===== src/rtl/apple_bus_read_responder.sv =====
// Apple II slot-card read responder.
// Decodes sampled read cycles aimed at this card's DEVSEL ($C0n0-$C0nF) or
// IOSEL ($Cn00-$CnFF) space and fetches a byte over a req/ack handshake.
// It then drives that byte onto the bus transceiver for a fixed window
// inside Phi0.
module apple_bus_read_responder #(
    parameter int DRIVE_COUNT  = 2,    // phase count (after Phi0 rise) at which drive begins
    parameter int HOLD_COUNT   = 2,    // cycles after Phi0 fall the drive is held, < 18
    parameter bit ENABLE_IOSEL = 1'b1  // also answer $Cn00-$CnFF
) (
    input  logic        clk_logic_i,
    input  logic        system_reset_n_i,
    input  logic        enable_i,
    input  logic [2:0]  slot_i,
    input  logic        phi0_posedge_i,
    input  logic        phi0_negedge_i,
    input  logic        addr_valid_i,
    input  logic [15:0] addr_i,
    input  logic        rw_n_i,
    output logic        rd_req_o,
    output logic        rd_sel_o,
    output logic [7:0]  rd_addr_o,
    input  logic        rd_ack_i,
    input  logic [7:0]  rd_data_i,
    output logic [7:0]  a2_d_o,
    output logic        a2_d_oe_n_o,
    output logic        late_o,
    output logic        busy_o
);

    typedef enum logic [2:0] {
        IDLE  = 3'd0,
        REQ   = 3'd1,
        READY = 3'd2,
        DRIVE = 3'd3,
        HOLD  = 3'd4
    } state_t;

    // Request toward the internal byte source.
    typedef struct packed {
        logic       req;
        logic       sel;   // 0 = DEVSEL, 1 = IOSEL
        logic [7:0] addr;
    } rd_req_t;

    // The phase counter saturates at 15, so DRIVE_COUNT is kept below that
    // to make the deadline a single-cycle event per Phi0.
    localparam logic [3:0] DRIVE_CNT = 4'(DRIVE_COUNT);
    localparam logic [4:0] HOLD_CNT  = 5'(HOLD_COUNT);

    state_t      state_q, state_d;
    rd_req_t     req_q, req_d;
    logic [7:0]  a2_d_q, a2_d_d;
    logic        oe_n_q, oe_n_d;
    logic        late_q, late_d;

    logic [3:0]  phase_q, phase_d;
    logic [4:0]  hold_q, hold_d;
    logic        in_phi0_q, in_phi0_d;

    logic        dev_hit;
    logic        io_hit;
    logic        hit;
    logic        deadline;

    // Phase / hold counters and Phi0 window tracking.
    always_comb begin
        phase_d = phase_q;
        if (phi0_posedge_i) begin
            phase_d = '0;
        end else if (phase_q != 4'hF) begin
            phase_d = phase_q + 4'd1;
        end

        hold_d = hold_q;
        if (phi0_negedge_i) begin
            hold_d = '0;
        end else if (hold_q != 5'h1F) begin
            hold_d = hold_q + 5'd1;
        end

        in_phi0_d = in_phi0_q;
        if (phi0_posedge_i) begin
            in_phi0_d = 1'b1;
        end else if (phi0_negedge_i) begin
            in_phi0_d = 1'b0;
        end
    end

    // Address decode; only meaningful while IDLE on an addr_valid_i strobe.
    always_comb begin
        dev_hit  = (addr_i[15:4] == {8'hC0, 1'b1, slot_i});
        io_hit   = ENABLE_IOSEL && (addr_i[15:8] == {5'b11000, slot_i});
        hit      = addr_valid_i && enable_i && rw_n_i && (slot_i != 3'd0)
                   && (dev_hit || io_hit);
        // Deadline: phase count has reached the drive point within this Phi0.
        deadline = in_phi0_q && (phase_q == DRIVE_CNT);
    end

    // Next-state and registered-output logic.
    always_comb begin
        state_d = state_q;
        req_d   = req_q;
        a2_d_d  = a2_d_q;
        oe_n_d  = oe_n_q;
        late_d  = 1'b0;

        if (!enable_i) begin
            // Disable wins everywhere: release the bus and drop any request.
            state_d   = IDLE;
            req_d.req = 1'b0;
            oe_n_d    = 1'b1;
        end else begin
            unique case (state_q)
                IDLE: begin
                    req_d.req = 1'b0;
                    oe_n_d    = 1'b1;
                    if (hit) begin
                        state_d    = REQ;
                        req_d.req  = 1'b1;
                        req_d.sel  = ~dev_hit;
                        req_d.addr = dev_hit ? {4'h0, addr_i[3:0]} : addr_i[7:0];
                    end
                end
                REQ: begin
                    if (rd_ack_i) begin
                        a2_d_d    = rd_data_i;
                        req_d.req = 1'b0;
                        // An ack landing on the deadline is on time: drive now
                        // so the drive point is not missed.
                        if (deadline) begin
                            oe_n_d  = 1'b0;
                            state_d = DRIVE;
                        end else begin
                            state_d = READY;
                        end
                    end else if (deadline) begin
                        late_d    = 1'b1;
                        req_d.req = 1'b0;
                        state_d   = IDLE;
                    end
                end
                READY: begin
                    if (deadline) begin
                        oe_n_d  = 1'b0;
                        state_d = DRIVE;
                    end
                end
                DRIVE: begin
                    if (phi0_negedge_i) begin
                        state_d = HOLD;
                    end
                end
                HOLD: begin
                    if (hold_q == HOLD_CNT) begin
                        oe_n_d  = 1'b1;
                        state_d = IDLE;
                    end
                end
                default: begin
                    state_d   = IDLE;
                    req_d.req = 1'b0;
                    oe_n_d    = 1'b1;
                end
            endcase
        end
    end

    // State and output registers.
    always_ff @(posedge clk_logic_i or negedge system_reset_n_i) begin
        if (!system_reset_n_i) begin
            state_q   <= IDLE;
            req_q     <= '0;
            a2_d_q    <= 8'h00;
            oe_n_q    <= 1'b1;
            late_q    <= 1'b0;
            phase_q   <= '0;
            hold_q    <= '0;
            in_phi0_q <= 1'b0;
        end else begin
            state_q   <= state_d;
            req_q     <= req_d;
            a2_d_q    <= a2_d_d;
            oe_n_q    <= oe_n_d;
            late_q    <= late_d;
            phase_q   <= phase_d;
            hold_q    <= hold_d;
            in_phi0_q <= in_phi0_d;
        end
    end

    assign rd_req_o    = req_q.req;
    assign rd_sel_o    = req_q.sel;
    assign rd_addr_o   = req_q.addr;
    assign a2_d_o      = a2_d_q;
    assign a2_d_oe_n_o = oe_n_q;
    assign late_o      = late_q;
    assign busy_o      = (state_q != IDLE);

endmodule


===== config.mk =====
export PLATFORM = sky130hd
export DESIGN_NAME = apple_bus_read_responder
export DESIGN_NICKNAME = d
export VERILOG_FILES = /design/src/rtl/apple_bus_read_responder.sv
export SDC_FILE = /design/constraint.sdc
export NUM_CORES = 1
export LEC_CHECK = 0
export BUFFER_PORTS_ARGS = -buffer_cell sky130_fd_sc_hd__buf_2
export CAP_MARGIN = 30
export CORE_MARGIN = 10
export CORE_UTILIZATION = 45
export CTS_CLUSTER_DIAMETER = 150
export DETAILED_ROUTE_END_ITERATION = 12
export PLACE_DENSITY = 0.81
export SETUP_SLACK_MARGIN = 0.15
export SLEW_MARGIN = 25
export SYNTH_ARGS = -nofsm -noshare
export SYNTH_HDL_FRONTEND = slang
export SYNTH_SLANG_ARGS = --single-unit

===== constraint.sdc =====
create_clock -name clk_logic_i -period 1.95 [get_ports clk_logic_i]
set_input_delay 0.0975 -clock clk_logic_i [delete_from_list [all_inputs] [get_ports clk_logic_i]]
set_output_delay 0.0975 -clock clk_logic_i [all_outputs]
set_load 0.01 [all_outputs]

# Yosys cells after proc, flatten, opt, wreduce, memory -nomap -nowiden
# Index checks and enable logic that the tools add are counted.
# totals
word_cells,79
output_inout_bits,21
register_bits,33
# op_classes
n_bitwise,1
n_mux,30
n_eq_ne,18
n_reduce_logical,18
add_sub_neg,2
# op_table
op,n
3-bit two-way mux,7
3-bit != test (second input constant),5
3-bit case mux with 5 select lines,1
1-bit two-way mux,14
12-bit equality test,1
10-bit two-way mux,1
5-bit two-way mux,2
3-bit AND reduction,3
8-bit equality test,1
4-bit two-way mux,2
8-bit two-way mux,1
4-bit != test (second input constant),2
3-bit by 2-bit equality test with 1-bit output (second input constant),2
2-bit nonzero test,3
3-bit nonzero test,2
5-bit by 1-bit adder with 5-bit output (second input constant),1
5-bit by 2-bit equality test with 1-bit output (second input constant),1
1-bit logical AND,5
5-bit != test (second input constant),1
5-bit AND reduction,1
4-bit by 1-bit adder with 4-bit output (second input constant),1
4-bit by 2-bit equality test with 1-bit output (second input constant),1
2-bit != test (second input constant),2
1-bit case mux with 4 select lines,1
other kinds (8),8

# Depth between registers and ports, before layout
# Gate-level depths: netlist (run 1).
# depth
ltp_word,7
mapped_depth,6

# Worst setup path after synthesis (run 1)
# No wires, ideal clock.
# synth_timing
kind,register to register
startpoint,register hold_q[0]
endpoint,register state_q[2]
path_buffers,0
setup_ns,0.073
setup_slack_ns,0.061
path_stages_with_launch,7
t_required_ns,1.877
arrival_time_ns,1.817
cell_sequence,dfrtp_1 > inv_1 > ha_1 > or4b_4 > a31o_1 > a2111o_1 > a21boi_2
# synth_between
elab_chain_cells,3
# synth_rtl
item,line_no,text
start: declaration,58,"logic [4:0] hold_q, hold_d;"
start signal: assignment,187,hold_q <= hold_d;
5-bit by 2-bit equality test with 1-bit output,155,if (hold_q == HOLD_CNT) begin
3-bit != test (no source line),n/a,
5-bit AND reduction (no source line),n/a,
end signal: assignment,181,state_q <= state_d;
end: declaration,51,"state_t state_q, state_d;"
# Every way passes these cells.
# A chain may end at the register's enable or synchronous reset.

# Worst setup path after layout (run 1)
# layout_timing
startpoint,register hold_q[0]
endpoint,register state_q[0]
# Same word-level chain as after synthesis.

==> results_dict.tcl, run 1 <==
set metrics [dict create \
    die_y_um 81.3 \
    p_sw_share_pct 23.8 \
    power_mw 1.58 \
    drive_above_1_share_pct 38.9 \
    firstDrtPassIters 4 \
    clk_pin_slew_ps 70 \
    setup.worst_path.start_class "flop" \
    port_buffers 55 \
    cts_root_buf "clkbuf_8" \
    rsz0062_at_grt "true" \
    switchingPower_mw 0.375 \
    grt_max_degree 34 \
    numCtsBuffers 5 \
    ys_warn_count 0 \
    slew_violations 0 \
    hp-start "rd_data_i[1]" \
    status "finished clean" \
    grt_pass1_wl_um 6220 \
    worstPathArrival_ps 2000 \
    cts_tree "built" \
    seq_area_um2 827 \
    p_leak_nw 1.10 \
    cp.required_ps 2130 \
    fin_tns_setup_ps 0 \
    ys_async_sr_fraction_pct 100 \
    critPathKind "flop to flop" \
    relSlewSlack_pct 52.6 \
    track_usage_pct 12.0 \
    ys_seq_elements 33 \
    clk_latency_ps 290 \
    synth_edf_count 0 \
    syn_area_mm2 0.00169 \
    p_comb_share_pct 13.0 \
    nets 248 \
    whs_ps 19.3 \
    synth-simple-area-share_pct 16.9 \
    yosys.area_share.adder_pct 3.70 \
    dpl.hpwl_um 3060 \
    setup_violations 0 \
    power.share.clock_pct 38.9 \
    period_needed_ps 1820 \
    area_growth_pct 27.7 \
    seqPwrFrac_pct 48.1 \
    cts_buffer_depth 2 \
    ant_nets 0 \
    synth_ff_type "dfrtp_1" \
    synth_compound_area_share_pct 12.9 \
    vias 1348 \
    maxCapViolCount 0 \
    syn_nets 186 \
    hold_viol 0 \
    p_int_mw 1.20 \
    grt_overflow 0 \
    layout_commonest_cell "buf_2" \
    dp.cells 246 \
    diodes 0 \
    critical_path.endpoint "state_q[0]" \
    mostFrequentLayoutCells "buf_2, dfrtp_1, nor2_1, mux2_1, xnor2_1" \
    antenna_found_initial 0 \
    dieArea_mm2 0.00661 \
    htreeDepth 2 \
    ios 56 \
    startpoint "hold_q[0]" \
    core_area_mm2 0.00366 \
    r2r-end "state_q[0]" \
    final_cells 256 \
    initial_core_util_pct 46.2 \
    reg2reg_slack_ps 130 \
    num_rows 22 \
    ir_worst_vdd_v 0.000476 \
    grt_pass1_vias 1401 \
    synth_top_family_by_area "simple AND/OR/NAND/NOR gates" \
    cts_sinks 33 \
    fin_worst_skew_ps 5.23 \
    fill_cells 306 \
    r2r_start "hold_q[0]" \
    via_per_inst 5.27 \
    fin_util_pct 59.0 \
    powerDensity_mw_per_mm2 731 \
    avgSynthCellArea_um2 11.6 \
    worst_pin_slew_ps 711 \
    wl_per_cell_um 15.2 \
    die_w_um 81.3 \
    drc 0 \
    synthCells 146 \
    synth-xor-area-share_pct 5.18 \
    routed_wl_um 3900 \
    yosysSeqAreaShare_pct 48.9 \
    gp_congestion 0.856 \
    fmaxAchievable_ghz 0.550 \
    drt-initial-drc-count 45 \
    holdCritPathClass "primary input to flop" \
    r2r_cells 6 \
    synth.distinct_cells 46 \
    fin_crit_sh_pct 93.2 \
    path_max_fanout 4 \
    yosys-mux-area-fraction_pct 8.58 \
    multiInputGateArea_um2 831 \
    end_kind "flop" \
]
-- through the flow --
step           setup slack [ps]  cell area [µm²]
2_1_floorplan               166             1690
3_3_place_gp                127             2000
3_5_place_dp               91.2             2000
4_1_cts                     134             2120
5_1_grt                    73.6             2160
6_report                    132             2160
-- power groups by stage --
stage	sequential, mW	clock, mW	combinational, mW
2_1_floorplan	0.786	0	0.0789
3_3_place_gp	0.769	0	0.199
3_5_place_dp	0.773	0	0.204
4_1_cts	0.759	0.633	0.209
5_1_grt	0.765	0.651	0.229
6_report	0.759	0.615	0.205
-- repair_timing --
| action | CTS | global route |
|---|---|---|
| endpoints found under the setup margin | 2 | 16 |
| hold endpoints to repair | 32 | 0 |
| pin swaps | 0 | 1 |
| gates resized for setup | 0 | 5 |
| hold buffers | 1 | 0 |
| buffers inserted | 1 | 1 |
-- cell families (layout without fill, tap and decap cells) --
family,Yosys count,after routing
DFF,33,33
AOI/OAI and AO/OA,28,28
muxes,13,13
adders and majority gates,5,5
and+or+nand+nor,46,46
xor gates and xnor gates,10,10
buffers and inverters,11,73
-- metal layers --
metal / global-route usage, % / wire length (µm) / vias to the layer above
li1: - / - / 651
met1: 12.3 / 1590 / 642
met2: 21.4 / 1830 / 49
met3: 4.97 / 412 / 6
met4: 4.15 / 64 / 0
met5: 0 / 0 / -
-- cell usage after synthesis (2+ instances only) --
library cell  count  area [µm²]
a211oi_1          2        15.0
a21o_1            5        37.5
a221oi_1          3        26.3
a22o_1            4        35.0
a31o_1            2        17.5
a31oi_1           2        12.5
and2b_2           2        17.5
buf_4             2        15.0
buf_6             2        22.5
dfrtp_1          32         801
ha_1              5        62.6
inv_1             5        18.8
mux2_1           12         135
nand2_1           4        15.0
nand2b_1          2        12.5
nand3_1           5        25.0
nand4_1           2        12.5
nor2_1           12        45.0
nor3_1            2        10.0
nor4b_1           3        26.3
o21ai_0           2        10.0
o21ai_1           2        10.0
or3_1             3        18.8
xnor2_1           8        70.1
xor2_1            2        17.5
-- critical path: stages (launching register included) --
cell      delay [ps]
dfrtp_1          380
inv_1             60
ha_1             130
or4b_4           460
a31o_4           240
a21o_1           180
a221oi_1         270
-- flip-flops by register name (all words and copies together) (netlist names) --
name         count
a2_d_o           8
rd_addr_o        8
hold_q           5
phase_q          4
state_q          3
a2_d_oe_n_o      1
in_phi0_q        1
late_o           1
rd_req_o         1
rd_sel_o         1
-- final cells by class --
cell class                 count  share of cell area, %
clock inverter                 2                   1.62
inverter                       6                   1.04
clock buffer                   5                   3.19
sequential                    33                   38.3
tap                           48                   2.78
timing repair buffer          60                   14.6
multi-input combinational    102                   38.5
-- worst min-delay path by stage --
stage               slack, ps      endpoint  cells after the start
floorplan                -200     a2_d_o[0]                      0
global placement          200  rd_addr_o[3]                      1
detailed placement        200  rd_addr_o[1]                      1
CTS                        10     a2_d_o[1]                      2
global route               20     a2_d_o[1]                      2
finish                     20     a2_d_o[1]                      2
Note: power is estimated with default switching activity, not from simulation.
==> run 2: changes to the inputs <==
- ABC_AREA: unset -> 1
==> run 2 against run 1 <==
Effect of this change:
- first-iteration DRC count up 44%
- clock-buffer cell count stayed put
- critical path depth up 4
- non-clock buffer count down 4
- design area increased by 1.9%
- via count increased by 16%
- clock skew shrank 1.2 ps
- power up 28%
==> results_dict.tcl, run 2 <==
set metrics [dict create \
    power.share.clock_pct 24.4 \
    slew_violations 0 \
    setup_violations 0 \
    drive_above_1_share_pct 32.2 \
    whs_ps 29.3 \
    gp_congestion 0.867 \
    maxCapViolCount 0 \
    ys_seq_elements 33 \
    p_sw_share_pct 33.8 \
    crit_buf_inv 2 \
    cts_buffer_depth 2 \
    drt-initial-drc-count 65 \
    fin_tns_setup_ps 0 \
    cts_sinks 33 \
    grt_max_degree 34 \
    netlist_top_cells_count "nand2_1, dfrtp_1, inv_1, nor2_1, nand3_1" \
    path_max_fanout 4 \
    synthCells 213 \
    worst_path_largest_cell_delay_ps 410 \
    hold_depth 2 \
    cp_common_cell "ha_1" \
    grt_pass1_wl_um 6810 \
    multiInputGateArea_um2 813 \
    end_kind "flop" \
    cp.required_ps 2120 \
    reg2reg_slack_ps 330 \
    yosysTopAreaCellShare_pct 45.1 \
    relSlewSlack_pct 53.5 \
    pre_cts_ws_ps 319 \
    fin_worst_skew_ps 4.01 \
    track_usage_pct 11.5 \
    antenna_found_initial 0 \
    p_comb_share_pct 31.5 \
    seqPwrFrac_pct 44.2 \
    core_area_mm2 0.00374 \
    port_buffers 55 \
    avgSynthCellArea_um2 8.34 \
    die_y_um 82.8 \
    dpl_cell_area_mm2 0.00210 \
    dieArea_mm2 0.00686 \
    switchingPower_mw 0.682 \
    layout_commonest_cell "buf_2" \
    cp.depth 10 \
    grt_pass1_vias 1597 \
    wl_per_cell_um 12.2 \
    clk_latency_ps 280 \
    crit_path_cell_trace "ha_1 > nand2_1 > nor2_1 > ha_1 > inv_2 > nor2_2 > inv_1 > nand4_1 > o21ai_1 > a21oi_1" \
    htreeDepth 2 \
    final_cells 324 \
    hold_viol 0 \
    numCtsBuffers 5 \
    grt_overflow 0 \
    dpl.hpwl_um 3190 \
    ant_nets 0 \
    crit_slowest_cell "dfrtp_1" \
    yosysSeqAreaShare_pct 46.5 \
    p_int_mw 1.34 \
    fin_crit_sh_pct 82.8 \
    fin_area_mm2 0.00220 \
    drc 0 \
    ios 56 \
    fill_cells 335 \
    die_w_um 82.8 \
    via_per_inst 4.83 \
    seq_area_um2 827 \
    ys_top_cells_by_area "dfrtp_1, nand2_1, inv_1, mux2_2, nor2_1" \
    synth_edf_count 0 \
    worst_slack_ps 335 \
    critical-path-top-delay-family "adder cells" \
    synth.distinct_cells 27 \
    syn_area_mm2 0.00178 \
    area_growth_pct 23.8 \
    diodes 0 \
    clk_pin_slew_ps 70 \
    post-cts-setup-buffers 0 \
    syn_nets 253 \
    holdCritPathClass "primary input to flop" \
    fmaxAchievable_ghz 0.619 \
    ys_async_sr_fraction_pct 100 \
    dp.cells 315 \
    synth_ff_type "dfrtp_1" \
    period_needed_ps 1620 \
    powerDensity_mw_per_mm2 918 \
    worst_pin_slew_ps 697 \
    mostFrequentLayoutCells "buf_2, nand2_1, dfrtp_1, inv_1, nor2_1" \
    cts_root_buf "clkbuf_8" \
    initial_core_util_pct 47.5 \
    routed_wl_um 3950 \
    num_rows 22 \
    yosys.area.top_type "dfrtp_1" \
    ir_worst_vdd_v 0.000501 \
    firstDrtPassIters 4 \
    worstPathArrival_ps 1780 \
    vias 1566 \
    critPathKind "flop to flop" \
    yosysMostFrequentCell "nand2_1" \
    status "finished clean" \
    nets 315 \
    setup.worst_path.start_class "flop" \
    ys_warn_count 0 \
    p_leak_nw 1.20 \
    cts_tree "built" \
    rsz0062_at_grt "false" \
    r2r_cells 10 \
]
[run 2: changes by cell type after synthesis, moves of 4 or more]
cell	previous run	this run
inv_1	5	31
nand3_1	5	16
xnor2_1	8	0
a21o_1	5	0
o21ai_0	2	11
o21ai_2	0	4
nand2_1	4	52
a21oi_1	1	5
mux2_2	0	8
mux2_1	12	0
nor2_1	12	23
a22o_1	4	0
[run 2: worst paths after layout]
check                                 start           end
setup / recovery                  hold_q[1]     hold_q[3]
hold / removal               phi0_posedge_i    phase_q[1]
setup reg to reg                  hold_q[1]     hold_q[3]
hold reg to reg                rd_addr_o[3]  rd_addr_o[3]
max in group asynchronous  system_reset_n_i     a2_d_o[4]
min in group asynchronous  system_reset_n_i    phase_q[0]
[run 2: per-layer routing]
metal  routed length [µm]  track usage, %  part of all wire (%)  vias up
met4                   66            4.62                   1.7        0
li1                     -               -                     -      807
met1                 1720            12.7                    43      710
met3                  277            4.30                   7.0        4
met2                 1890            19.3                    48       45
met5                    0               0                     0        -
[run 2: what timing repair did]
item,4_1_cts,5_1_grt
gates resized for setup,0,3
hold endpoints to repair,32,0
setup endpoints to repair,0,1
hold buffers,1,0
[run 2: layout make-up]
type / instances / share of cell area [%]
sequential: 33 / 37.6
multi-input combinational: 145 / 37.0
timing repair buffer: 56 / 13.0
inverter: 34 / 5.80
clock buffer: 5 / 3.13
tap: 48 / 2.73
clock inverter: 3 / 0.796
[run 2: power groups by stage]
stage	logic, mW	registers [mW]	clock network, mW
final	0.635	0.891	0.492
after global routing	0.724	0.911	0.536
after CTS	0.651	0.891	0.507
after detailed placement	0.647	0.904	0
after global placement	0.639	0.894	0
after floorplan	0.360	0.947	0
[run 2: metrics by stage]
step	util [%]	power (mW)
6_report	58.8	2.02
5_1_grt	58.8	2.17
4_1_cts	58.7	2.05
3_5_place_dp	56.1	1.55
3_3_place_gp	56.1	1.53
2_1_floorplan	-	1.31
[run 2: logic make-up (layout without fill, tap and decap cells)]
kind of cell	Yosys count	in the layout	share of synthesized area (%)
xor+xnor	1	1	0.493
buf+inv	35	98	7.82
mux	8	8	5.07
flops	33	33	46.5
fa+ha+maj	5	5	3.52
compound gates	25	25	9.30
simple gates	106	106	27.3
==> run 3: changes to the inputs <==
- clock period: 1.95 -> 1.4 ns (I/O delays scaled with it)
==> run 3 against run 2 <==
Effect of this change:
- the run now ends with negative setup slack left
- clock power grew 45%
- combinational power grew 150%
- clock-buffer cell count is the same
- sequential cell count is the same
- non-clock buffer count grew 33
- via count grew 17%
- final cell count grew 11%
- clock skew grew 1.9 ps
- first-iteration DRC count grew 89%
- sequential power grew 41%
- sequential share of layout area shrank 7.1 points
==> results_dict.tcl, run 3 (same netlist as run 2, synthesis figures left out) <==
set metrics [dict create \
    status "finished with violations" \
    violations "negative setup slack" \
    hold_viol 0 \
    grt_overflow 0 \
    fmaxAchievable_ghz 0.630 \
    wl_per_cell_um 15.5 \
    fin_tns_setup_ps -1240 \
    switchingPower_mw 1.26 \
    fin_crit_sh_pct 113 \
    fill_cells 272 \
    routed_wl_um 5560 \
    powerDensity_mw_per_mm2 1300 \
    setup_violations 9 \
    core_area_mm2 0.00374 \
    seqPwrFrac_pct 35.7 \
    port_buffers 55 \
    power_mw 3.53 \
    htreeDepth 2 \
    diodes 0 \
    grt_max_degree 34 \
    dpl.hpwl_um 3350 \
    r2r_cells 10 \
    dpl_cell_area_mm2 0.00219 \
    grt_pass1_vias 1899 \
    num_rows 22 \
    cts_sinks 33 \
    drc 0 \
    p_sw_share_pct 35.7 \
    relSlewSlack_pct 72.8 \
    critPathKind "flop to flop" \
    antenna_found_initial 0 \
    hold_depth 3 \
    holdCritPathClass "primary input to flop" \
    top_usage_layer "met2" \
    vias 1825 \
    numCtsBuffers 5 \
    worstPathArrival_ps 1800 \
    p_leak_nw 1.43 \
    hold_end "rd_addr_o[3]" \
    end_kind "flop" \
    slew_violations 0 \
    via_per_inst 5.08 \
    setup.worst_path.start_class "flop" \
    path_max_fanout 3 \
    period_needed_ps 1590 \
    ant_nets 0 \
    gp_congestion 0.860 \
    nets 350 \
    grt_use_met3_pct 4.69 \
    hp-start "addr_i[3]" \
    worst_slack_ps -188 \
    mostFrequentLayoutCells "buf_2, nand2_1, dfrtp_1, buf_4, inv_1" \
    r2r-end "hold_q[3]" \
    cts_buffer_depth 2 \
    cts_root_buf "clkbuf_8" \
    cts_tree "built" \
    ios 56 \
    die_w_um 82.8 \
    fin_area_mm2 0.00272 \
    grt_pass1_wl_um 8540 \
    clk_pin_slew_ps 70 \
    firstDrtPassIters 4 \
    dieArea_mm2 0.00686 \
    track_usage_pct 14.5 \
    die_y_um 82.8 \
    pre_cts_ws_ps -89.7 \
    clk_latency_ps 290 \
    fin_worst_skew_ps 5.95 \
    reg2reg_slack_ps -190 \
    area_growth_pct 53.1 \
    met2_usage_pct 24.4 \
    r2r_start "hold_q[1]" \
    drive_above_1_share_pct 52.7 \
    worst_pin_slew_ps 409 \
    maxCapViolCount 0 \
    power.share.clock_pct 20.2 \
    cp.required_ps 1610 \
    initial_core_util_pct 47.5 \
    drt-initial-drc-count 123 \
    layout_commonest_cell "buf_2" \
    ir_worst_vdd_v 0.000645 \
    use_met1_pct 16.2 \
    p_comb_share_pct 44.1 \
    p_int_mw 2.27 \
    rsz0062_at_grt "true" \
]
## run 3: how the worst max path moves through the flow
stage | slack, ps | end | startpoint
2_1_floorplan | -4 | hold_q[3] | hold_q[1]
3_3_place_gp | -40 | hold_q[3] | hold_q[0]
3_5_place_dp | -90 | hold_q[3] | hold_q[0]
4_1_cts | -30 | hold_q[3] | hold_q[1]
5_1_grt | -260 | hold_q[3] | hold_q[1]
6_report | -190 | hold_q[3] | hold_q[1]
## run 3: through the flow
step | util [%] | std cells | hold WS [ps]
after floorplan | - | 213 | -226
after global placement | 58.6 | 321 | 114
after detailed placement | 58.6 | 321 | 110
after CTS | 69.6 | 350 | 9.32
after global routing | 72.7 | 359 | 8.05
final | 72.7 | 359 | 12.8
## run 3: power by group through the flow
stage / sequential, mW / clock, mW / combinational, mW
floorplan: 1.32 / 0 / 0.538
global placement: 1.25 / 0 / 0.964
detailed placement: 1.26 / 0 / 0.991
CTS: 1.25 / 0.706 / 1.43
global route: 1.29 / 0.757 / 1.69
finish: 1.26 / 0.712 / 1.56
## run 3: critical path: stages, from the launching register on
cell     delay, ps
dfrtp_1        380
ha_2           200
nand2_2         70
nor2_2         110
ha_2           200
inv_2           50
nor2_4          90
inv_2           60
nand4_1        120
o21ai_1         80
a21oi_1        130
## run 3: routing by layer
layer	wire, µm	up-vias	part of all wire [%]
li1	-	886	-
met1	2330	831	42
met2	2700	92	49
met3	376	16	6.8
met4	158	0	2.8
met5	0	-	0
## run 3: area by class of cell
type	instances	area [µm²]	area share, %
Inverter	34	128	4.69
Timing Repair Buffer	89	581	21.3
Multi-Input combinational cell	147	1040	38.1
Clock inverter	3	17.5	0.644
Sequential cell	33	828	30.5
Clock buffer	5	68.8	2.53
Tap cell	48	60.1	2.21
## run 3: repair_timing
| item | CTS | global route |
|---|---|---|
| gates resized for setup | 47 | 17 |
| buffers inserted | 17 | 9 |
| cloned | 2 | 0 |
| endpoints found under the hold margin | 35 | 0 |
| setup endpoints to repair | 28 | 30 |
| hold buffers | 2 | 0 |
| pin swaps | 23 | 15 |
